$ cat config.mk
export PLATFORM = sky130hd
export DESIGN_NAME = ibex_if_pair_fifo
export DESIGN_NICKNAME = d
export VERILOG_FILES = /design/src/rtl/ibex_if_pair_fifo.sv
export SDC_FILE = /design/constraint.sdc
export NUM_CORES = 1
export LEC_CHECK = 0
export ABC_AREA = 1
export CORE_MARGIN = 4
export CORE_UTILIZATION = 40
export CTS_CLUSTER_DIAMETER = 150
export DETAILED_ROUTE_END_ITERATION = 16
export PLACE_DENSITY_LB_ADDON = 0.1
export SLEW_MARGIN = 5
export SYNTH_ARGS = -nofsm -noshare
export SYNTH_HDL_FRONTEND = slang
export SYNTH_SLANG_ARGS = --single-unit
$ cat constraint.sdc
create_clock -name clk_i -period 5.5 [get_ports clk_i]
set_input_delay 1.1 -clock clk_i [delete_from_list [all_inputs] [get_ports clk_i]]
set_output_delay 1.1 -clock clk_i [all_outputs]
set_load 0.1 [all_outputs]
$ cat src/rtl/ibex_if_pair_fifo.sv
// ibex_if_pair_fifo: instruction-word FIFO that presents the two oldest entries to the ID stage.
// Defining IBEX_IF_FIFO_BYPASS_EN forwards a word arriving at an empty FIFO straight to slot 0.
module ibex_if_pair_fifo #(
  parameter int DEPTH = 4,
  parameter int WIDTH = 34
) (
  input  logic             clk_i,
  input  logic             rst_ni,
  input  logic             flush_i,
  input  logic             in_valid_i,
  input  logic [WIDTH-1:0] in_rdata_i,
  output logic             in_ready_o,
  output logic [1:0]       out_valid_o,
  output logic [WIDTH-1:0] out_rdata_o [2],
  input  logic [1:0]       out_pop_i,
  output logic [$clog2(DEPTH):0] count_o
);
  localparam int AW = $clog2(DEPTH);
  localparam int CW = AW + 1;
  logic [WIDTH-1:0] mem [DEPTH];
  logic [AW-1:0]    rptr, wptr;
  logic [CW-1:0]    cnt;
  logic [1:0]       rvld, n;
  logic             push, byp_take;
  assign count_o    = cnt;
  assign in_ready_o = cnt < CW'(DEPTH);
  assign rvld       = {cnt >= CW'(2), cnt != '0};
  // Slot 1 only counts when slot 0 is also taken; a lone slot-1 pop is ignored.
  assign n = (out_pop_i[0] & rvld[0]) ? ((out_pop_i[1] & rvld[1]) ? 2'd2 : 2'd1) : 2'd0;
  assign out_rdata_o[1] = mem[rptr + AW'(1)];
`ifdef IBEX_IF_FIFO_BYPASS_EN
  logic byp;
  assign byp            = (cnt == '0) & in_valid_i & ~flush_i;
  assign byp_take       = byp & out_pop_i[0];
  assign out_valid_o    = {rvld[1], rvld[0] | byp};
  assign out_rdata_o[0] = byp ? in_rdata_i : mem[rptr];
`else
  assign byp_take       = 1'b0;
  assign out_valid_o    = rvld;
  assign out_rdata_o[0] = mem[rptr];
`endif
  assign push = in_valid_i & in_ready_o & ~flush_i & ~byp_take;
  always_ff @(posedge clk_i or negedge rst_ni) begin
    if (!rst_ni) begin
      rptr <= '0;
      wptr <= '0;
      cnt  <= '0;
      for (int i = 0; i < DEPTH; i++) mem[i] <= '0;
    end else if (flush_i) begin
      rptr <= '0;
      wptr <= '0;
      cnt  <= '0;
    end else begin
      if (push) begin
        mem[wptr] <= in_rdata_i;
        wptr      <= wptr + AW'(1);
      end
      rptr <= rptr + AW'(n);
      cnt  <= cnt + CW'(push) - CW'(n);
    end
  end
endmodule
### Yosys cells after proc, flatten, opt, wreduce, memory -nomap -nowiden

Cells that the tools add are included.
Widths: inputs -> output; s select.

| word-level totals | value |
|---|---|
| bits in registers | 143 |
| bits in latches | 0 |
| bits in writable memories | 0 |
| ROM bits | 0 |
| bits of input ports | 40 |
| output and inout port bits | 74 |
| logic and storage cells | 45 |
| memories | 0 |

| operators by class | value |
|---|---|
| add/subtract/negate cells | 5 |
| $mul | 0 |
| divide/modulo/power cells | 0 |
| magnitude comparators | 6 |
| equality and inequality tests | 0 |
| shift operators | 0 |
| muxes and demuxes | 15 |
| bitwise logic cells | 8 |
| reduce and logical (&&, ||, !) cells | 4 |

Operators by type and width:

| kind | count |
|---|---|
| $mux 34 | 5 |
| $bmux 34 s2 | 2 |
| $bwmux 136 | 1 |
| $demux 34 s2 | 1 |
| $mux 2 | 5 |
| $ge 3x3->1 const B | 3 |
| $not 2->3 | 3 |
| $add 2x1->2 const B | 2 |
| $and 1x1->1 | 4 |
| $add 3x1->3 | 1 |
| $ge 3x2->1 const B | 1 |
| $lt 3x1->1 const B | 1 |
| $lt 3x3->1 const B | 1 |
| $mux 3 | 1 |
| $reduce_bool 3->1 | 1 |
| $sub 3x2->3 | 1 |
| $add 2x2->2 | 1 |
| $reduce_and 2->1 | 1 |
| $reduce_bool 2->1 | 1 |
| $logic_and 1x1->1 | 1 |
| $not 1->1 | 1 |

### Logic depth before layout (Yosys ltp)

Gate-level depths: netlist of the first run.

| logic depth | value |
|---|---|
| depth after elaboration | 6 |
| depth in mapped cells | 12 |
| mapped depth without buffers | 12 |

### Least setup slack after synthesis of the first run

Ideal clock, no wire load.

| timing | value |
|---|---|
| path type | reg2out |
| from | reg rptr[0] |
| to | out out_rdata_o[52] (netlist bit) |
| arrival | 3.076 ns |
| data required time | 4.400 ns |
| path slack | 1.324 ns |
| stages on the path, launching flop included | 6 |
| buffers on the path | 2 |
| cell sequence | dfrtp_1 inv_2 buf_2 clkbuf_1 o21ai_0 o21ai_0 |

RTL lines:

| element | line | text |
|---|---|---|
| start: declaration | 21 | `logic [AW-1:0] rptr, wptr;` |
| start signal: assignment | 58 | `rptr <= rptr + AW'(n);` |
| end: declaration | 14 | `output logic [WIDTH-1:0] out_rdata_o [2],` |

==> results of run 1 <==
worst min path at each step:
stage,end,slack (ps),cells after the start
4_1_cts,mem[90],490,2
3_5_place_dp,mem[90],480,2
2_1_floorplan,mem[59],460,2
6_report,mem[59],490,2
3_3_place_gp,mem[12],470,2
5_1_grt,mem[94],510,2
layer usage:
| layer | global-route usage [%] | wire length (um) | up-vias | part of all wire (%) |
|---|---|---|---|---|
| met3 | 4.113 | 1260 | 18 | 5.8 |
| li1 | - | - | 3570 | - |
| met1 | 28.93 | 10250 | 3311 | 47 |
| met5 | 0 | 0 | - | 0 |
| met2 | 31.61 | 10010 | 199 | 46 |
| met4 | 4.942 | 254 | 0 | 1.2 |
placed cells by master (no fill, tap or decap), types with 6 or more instances in the layout:
master,n
a21oi_1,38
buf_4,58
clkbuf_16,17
clkdlybuf4s50_1,63
dfrtp_1,141
ha_1,8
inv_1,50
inv_2,6
nand2_1,420
nand3_1,101
nor2_1,41
o21ai_0,145
o21ai_1,12
o21ai_2,16
stage by stage:
stage,instance area [sq um],hold WS (ps),utilization [%],worst slack [ps]
3_5_place_dp,8807,478.7,45.40,1623
3_3_place_gp,8807,472.9,45.40,1656
6_report,9462,492.0,48.77,1169
5_1_grt,9462,507.4,48.77,988.0
4_1_cts,9462,493.4,48.77,1167
2_1_floorplan,7860,456.9,-,1324
cell type report:
class                      count  share of cell area (%)
multi-input combinational    792                   38.06
sequential                   143                   37.85
timing repair buffer         122                   11.39
clock buffer                  21                   4.972
tap                          265                   3.504
inverter                      57                   2.288
clock inverter                10                   1.944
registers in the layout (all words and copies together), names as in the netlist:
| register | flops |
|---|---|
| count_o | 3 |
| mem | 136 |
| rptr | 2 |
| wptr | 2 |
synthesized netlist by cell type:
| cell type | instances | share of area, % |
|---|---|---|
| nand2_1 | 421 | 20 |
| nand3_1 | 101 | 6.4 |
| buf_12 | 2 | 0.51 |
| nor2_1 | 41 | 2.0 |
| nor2_8 | 4 | 1.0 |
| buf_4 | 10 | 0.96 |
| inv_2 | 6 | 0.29 |
| nand3_4 | 1 | 0.22 |
| clkbuf_1 | 23 | 1.1 |
| buf_6 | 11 | 1.6 |
| o21ai_0 | 145 | 9.2 |
| dfrtp_1 | 143 | 46 |
| clkbuf_4 | 1 | 0.096 |
| ha_1 | 8 | 1.3 |
| o21ai_1 | 12 | 0.76 |
| inv_1 | 51 | 2.4 |
| or2_2 | 1 | 0.080 |
| buf_1 | 3 | 0.14 |
| fa_1 | 1 | 0.25 |
| o21ai_2 | 16 | 1.8 |
| buf_8 | 1 | 0.19 |
| nand2_2 | 3 | 0.24 |
| a21oi_1 | 38 | 2.4 |
| buf_2 | 22 | 1.4 |
worst max-delay path, stage by stage (launching register included):
cell	delay, ps
dfrtp_2	400
inv_2	500
buf_4	430
o21ai_0	140
o21ai_1	170
clkdlybuf4s50_1	1150
cell families (layout without fill, tap and decap cells):
family                     count (synthesis)  in the layout  share of synthesized area, %
AOI/OAI and AO/OA                        211            211                         14.20
adders and majority gates                  9              9                         1.528
buffers and inverters                    130            210                         8.691
DFF                                      143            143                         45.53
and+or+nand+nor                          572            572                         30.05
==> results.sh, run 1 <==
export IMPL_finalHoldViolCount=0
export IMPL_status="finished, final reports clean"
export IMPL_final_nets=1182
export IMPL_start_util_pct=40.52
export IMPL_path_max_fanout=43
export IMPL_drt_iter0_drc=470
export IMPL_clk_path_buf_depth=2
export IMPL_hp_start="mem[59]"
export IMPL_postCtsHoldBufs=0
export IMPL_die_h_um=148.2
export IMPL_route_detailed_drc=0
export IMPL_required_ps=4400
export IMPL_vias=7098
export IMPL_core_rowCount=51
export IMPL_ys_warn_count=0
export IMPL_post_route_period_util_pct=78.74
export IMPL_cts_max_level=4
export IMPL_start_kind="register"
export IMPL_hold_path_class="reg -> reg"
export IMPL_wl_um=21770
export IMPL_ioPinCount=114
export IMPL_synth_cell_types=24
export IMPL_setup_violations=0
export IMPL_groute_usage_overall_pct=20.19
export IMPL_drv_slew=0
export IMPL_synth_fp_nets=1114
export IMPL_fin_setup_tns_ps=0
export IMPL_n_fill_cell=1962
export IMPL_tightestPinTransition_ps=1068
export IMPL_r2r_start="count_o[2]"
export IMPL_rrSetupSlack_ps=3240
export IMPL_synth_area_per_cell_sq_um=7.380
export IMPL_drtPass1Iterations=5
export IMPL_period_minus_slack_ps=4331
export IMPL_crit_end="out_rdata_o[50]"
export IMPL_wl_per_cell_um=15.44
export IMPL_core_sq_mm=0.01940
export IMPL_synth_cells=1065
export IMPL_reg2reg_depth=6
export IMPL_rsz0062_at_grt="no"
export IMPL_crit_start="rptr[1]"
export IMPL_clkSinkCount=143
export IMPL_antenna_left=0
export IMPL_endpoint_kind="output pin"
export IMPL_drive_gt1_share_pct=10.83
export IMPL_tritoncts="built"
export IMPL_syn_cell_area_sq_mm=0.007860
export IMPL_hpwl_um=12810
export IMPL_cap_violations=0
export IMPL_cts_resized=0
export IMPL_ys_seq_elements=143
export IMPL_worstReg2RegEnd="mem[89]"
export IMPL_multi_input_area_sq_mm=0.003601
export IMPL_viasPerCell=5.034
export IMPL_die_area_sq_mm=0.02196
export IMPL_cts_buffers=17
export IMPL_arrival_ps=3230
export IMPL_portBuffers=113
export IMPL_grt_start_max_net_pins=106
export IMPL_final_cells=1410
export IMPL_timing_slew_headroom_pct=28.77
export IMPL_post_cts_buffers=0
export IMPL_die_x_um=148.2
export IMPL_gp_congestion=0.7505
export IMPL_grt_pass1_wl_um=35600
export IMPL_root_buffer="clkbuf_16"
export IMPL_globalRouteOverflowTotal=0
export IMPL_finClkSkew_ps=6.283
export IMPL_syn2layout_area_growth_pct=20.38
export IMPL_grt_pass1_vias=6539
export IMPL_placedCellCount=1379
export IMPL_antennaDiodeCount=0
export IMPL_clkSlewWorstSetupHoldPaths_ps=60
export IMPL_critical_path_class="reg -> out"
export IMPL_max_freq_mhz=230.9
export IMPL_grt_antenna_before_repair=0
export IMPL_ys_seq_area_share_pct=45.53
export IMPL_insertion_delay_ps=420
export IMPL_regArea_sq_mm=0.003581
Power of run 1 is not shown: default switching activity piles up to over one toggle a cycle in this logic, so the estimate is an artifact.
==> run 2: changes to the inputs <==
==> constraint.sdc (replaced) <==
create_clock -name clk_i -period 4.1 [get_ports clk_i]
set_input_delay 0.82 -clock clk_i [delete_from_list [all_inputs] [get_ports clk_i]]
set_output_delay 0.82 -clock clk_i [all_outputs]
set_load 0.1 [all_outputs]
==> results.sh, run 2 (same netlist as run 1, synthesis figures left out) <==
export IMPL_antennaDiodeCount=0
export IMPL_arrival_ps=2320
export IMPL_tightestPinTransition_ps=971.7
export IMPL_drive_gt1_share_pct=12.48
export IMPL_critical_path_class="reg -> out"
export IMPL_status="finished, final reports clean"
export IMPL_final_nets=1184
export IMPL_portBuffers=113
export IMPL_core_rowCount=51
export IMPL_crit_path_frequent_cell="buf_4"
export IMPL_cpPeakStageDelay_ps=680
export IMPL_drtPass1Iterations=5
export IMPL_start_util_pct=40.52
export IMPL_timing_final_ws_setup_ps=958.8
export IMPL_largest_reg_flops=136
export IMPL_gp_congestion=0.7544
export IMPL_place_ws_ps=1140
export IMPL_wl_per_cell_um=15.48
export IMPL_cts_buffers=17
export IMPL_tritoncts="built"
export IMPL_postCtsHoldBufs=0
export IMPL_hold_ws_ps=487.8
export IMPL_groute_usage_overall_pct=20.26
export IMPL_crit_chain="buf_4 -> nor2_1 -> o21ai_0 -> buf_4"
export IMPL_cts_resized=0
export IMPL_design_area_sq_mm=0.009844
export IMPL_required_ps=3280
export IMPL_vias=7058
export IMPL_path_max_fanout=76
export IMPL_insertion_delay_ps=410
export IMPL_grt_pass1_wl_um=35580
export IMPL_hpwl_um=12420
export IMPL_cts_max_level=4
export IMPL_clkSlewWorstSetupHoldPaths_ps=60
export IMPL_clkSinkCount=143
export IMPL_core_sq_mm=0.01940
export IMPL_rsz0062_at_grt="no"
export IMPL_timing_slew_headroom_pct=35.02
export IMPL_finClkSkew_ps=4.069
export IMPL_layout_common_cells="nand2_1, o21ai_0, dfrtp_1"
export IMPL_route_detailed_drc=0
export IMPL_syn2layout_area_growth_pct=25.25
export IMPL_grt_start_max_net_pins=166
export IMPL_die_x_um=148.2
export IMPL_drv_slew=0
export IMPL_wl_um=21840
export IMPL_setup_violations=0
export IMPL_antenna_left=0
export IMPL_root_buffer="clkbuf_16"
export IMPL_die_area_sq_mm=0.02196
export IMPL_rrSetupSlack_ps=2050
export IMPL_fin_setup_tns_ps=0
export IMPL_top_register="mem"
export IMPL_ioPinCount=114
export IMPL_hold_path_class="reg -> reg"
export IMPL_finalHoldViolCount=0
export IMPL_period_minus_slack_ps=3141
export IMPL_place_area_sq_mm=0.009238
export IMPL_globalRouteOverflowTotal=0
export IMPL_slowest_stage="buf_4"
export IMPL_start_kind="register"
export IMPL_post_cts_buffers=0
export IMPL_cap_violations=0
export IMPL_grt_pass1_vias=6698
export IMPL_post_route_period_util_pct=76.62
export IMPL_grt_antenna_before_repair=0
export IMPL_layout_commonest_cell="nand2_1"
export IMPL_n_fill_cell=1948
export IMPL_die_h_um=148.2
export IMPL_endpoint_kind="output pin"
export IMPL_drt_iter0_drc=417
export IMPL_clk_path_buf_depth=2
export IMPL_max_freq_mhz=318.3
export IMPL_viasPerCell=5.002
==> run 2: cell types whose count changed in the layout (fill, tap and decap cells not counted), moves of 2 or more <==
cell,before,now
buf_12,0,37
clkdlybuf4s50_1,63,44
buf_4,58,42
bufinv_16,5,3
clkbuf_8,3,5
clkinvlp_4,2,0
==> run 2: stage by stage <==
step,util [%],instances
after floorplan,-,1065
after global placement,47.62,1381
after detailed placement,47.62,1381
after CTS,50.75,1411
after global routing,50.75,1411
final,50.75,1411
==> run 2: worst max-delay path, delay by kind of cell, from the launching register on <==
family / cells / cell delay (ps)
buffers and inverters: 2 / 1050
AOI/OAI and AO/OA: 1 / 360
and+or+nand+nor: 1 / 110
DFF: 1 / 380
==> run 2: final timing paths <==
path	to	from	cells after the start
min in group asynchronous	mem[110]	rst_ni	1
hold / removal	mem[16]	mem[16]	2
max in group asynchronous	mem[90]	rst_ni	2
setup / recovery	out_rdata_o[67]	rptr[0]	4
hold reg to reg	mem[16]	mem[16]	2
setup reg to reg	count_o[2]	count_o[2]	9
==> run 2: final cells by class <==
class                           instances  area [sq um]  area share [%]
Clock inverter                          6         105.1           1.068
Inverter                               57         216.5           2.199
Multi-Input combinational cell        792          3601           36.58
Clock buffer                           24         501.7           5.097
Tap cell                              265         331.6           3.368
Sequential cell                       143          3581           36.38
Timing Repair Buffer                  124          1508           15.32
==> run 2: layer usage <==
metal	wire [um]	part of all wire [%]	track usage (%)
met1	10140	46	28.21
met2	10290	47	32.84
met3	1073	4.9	3.413
met4	335	1.5	5.727
met5	0	0	0
Power of run 2 is left out for the same reason.
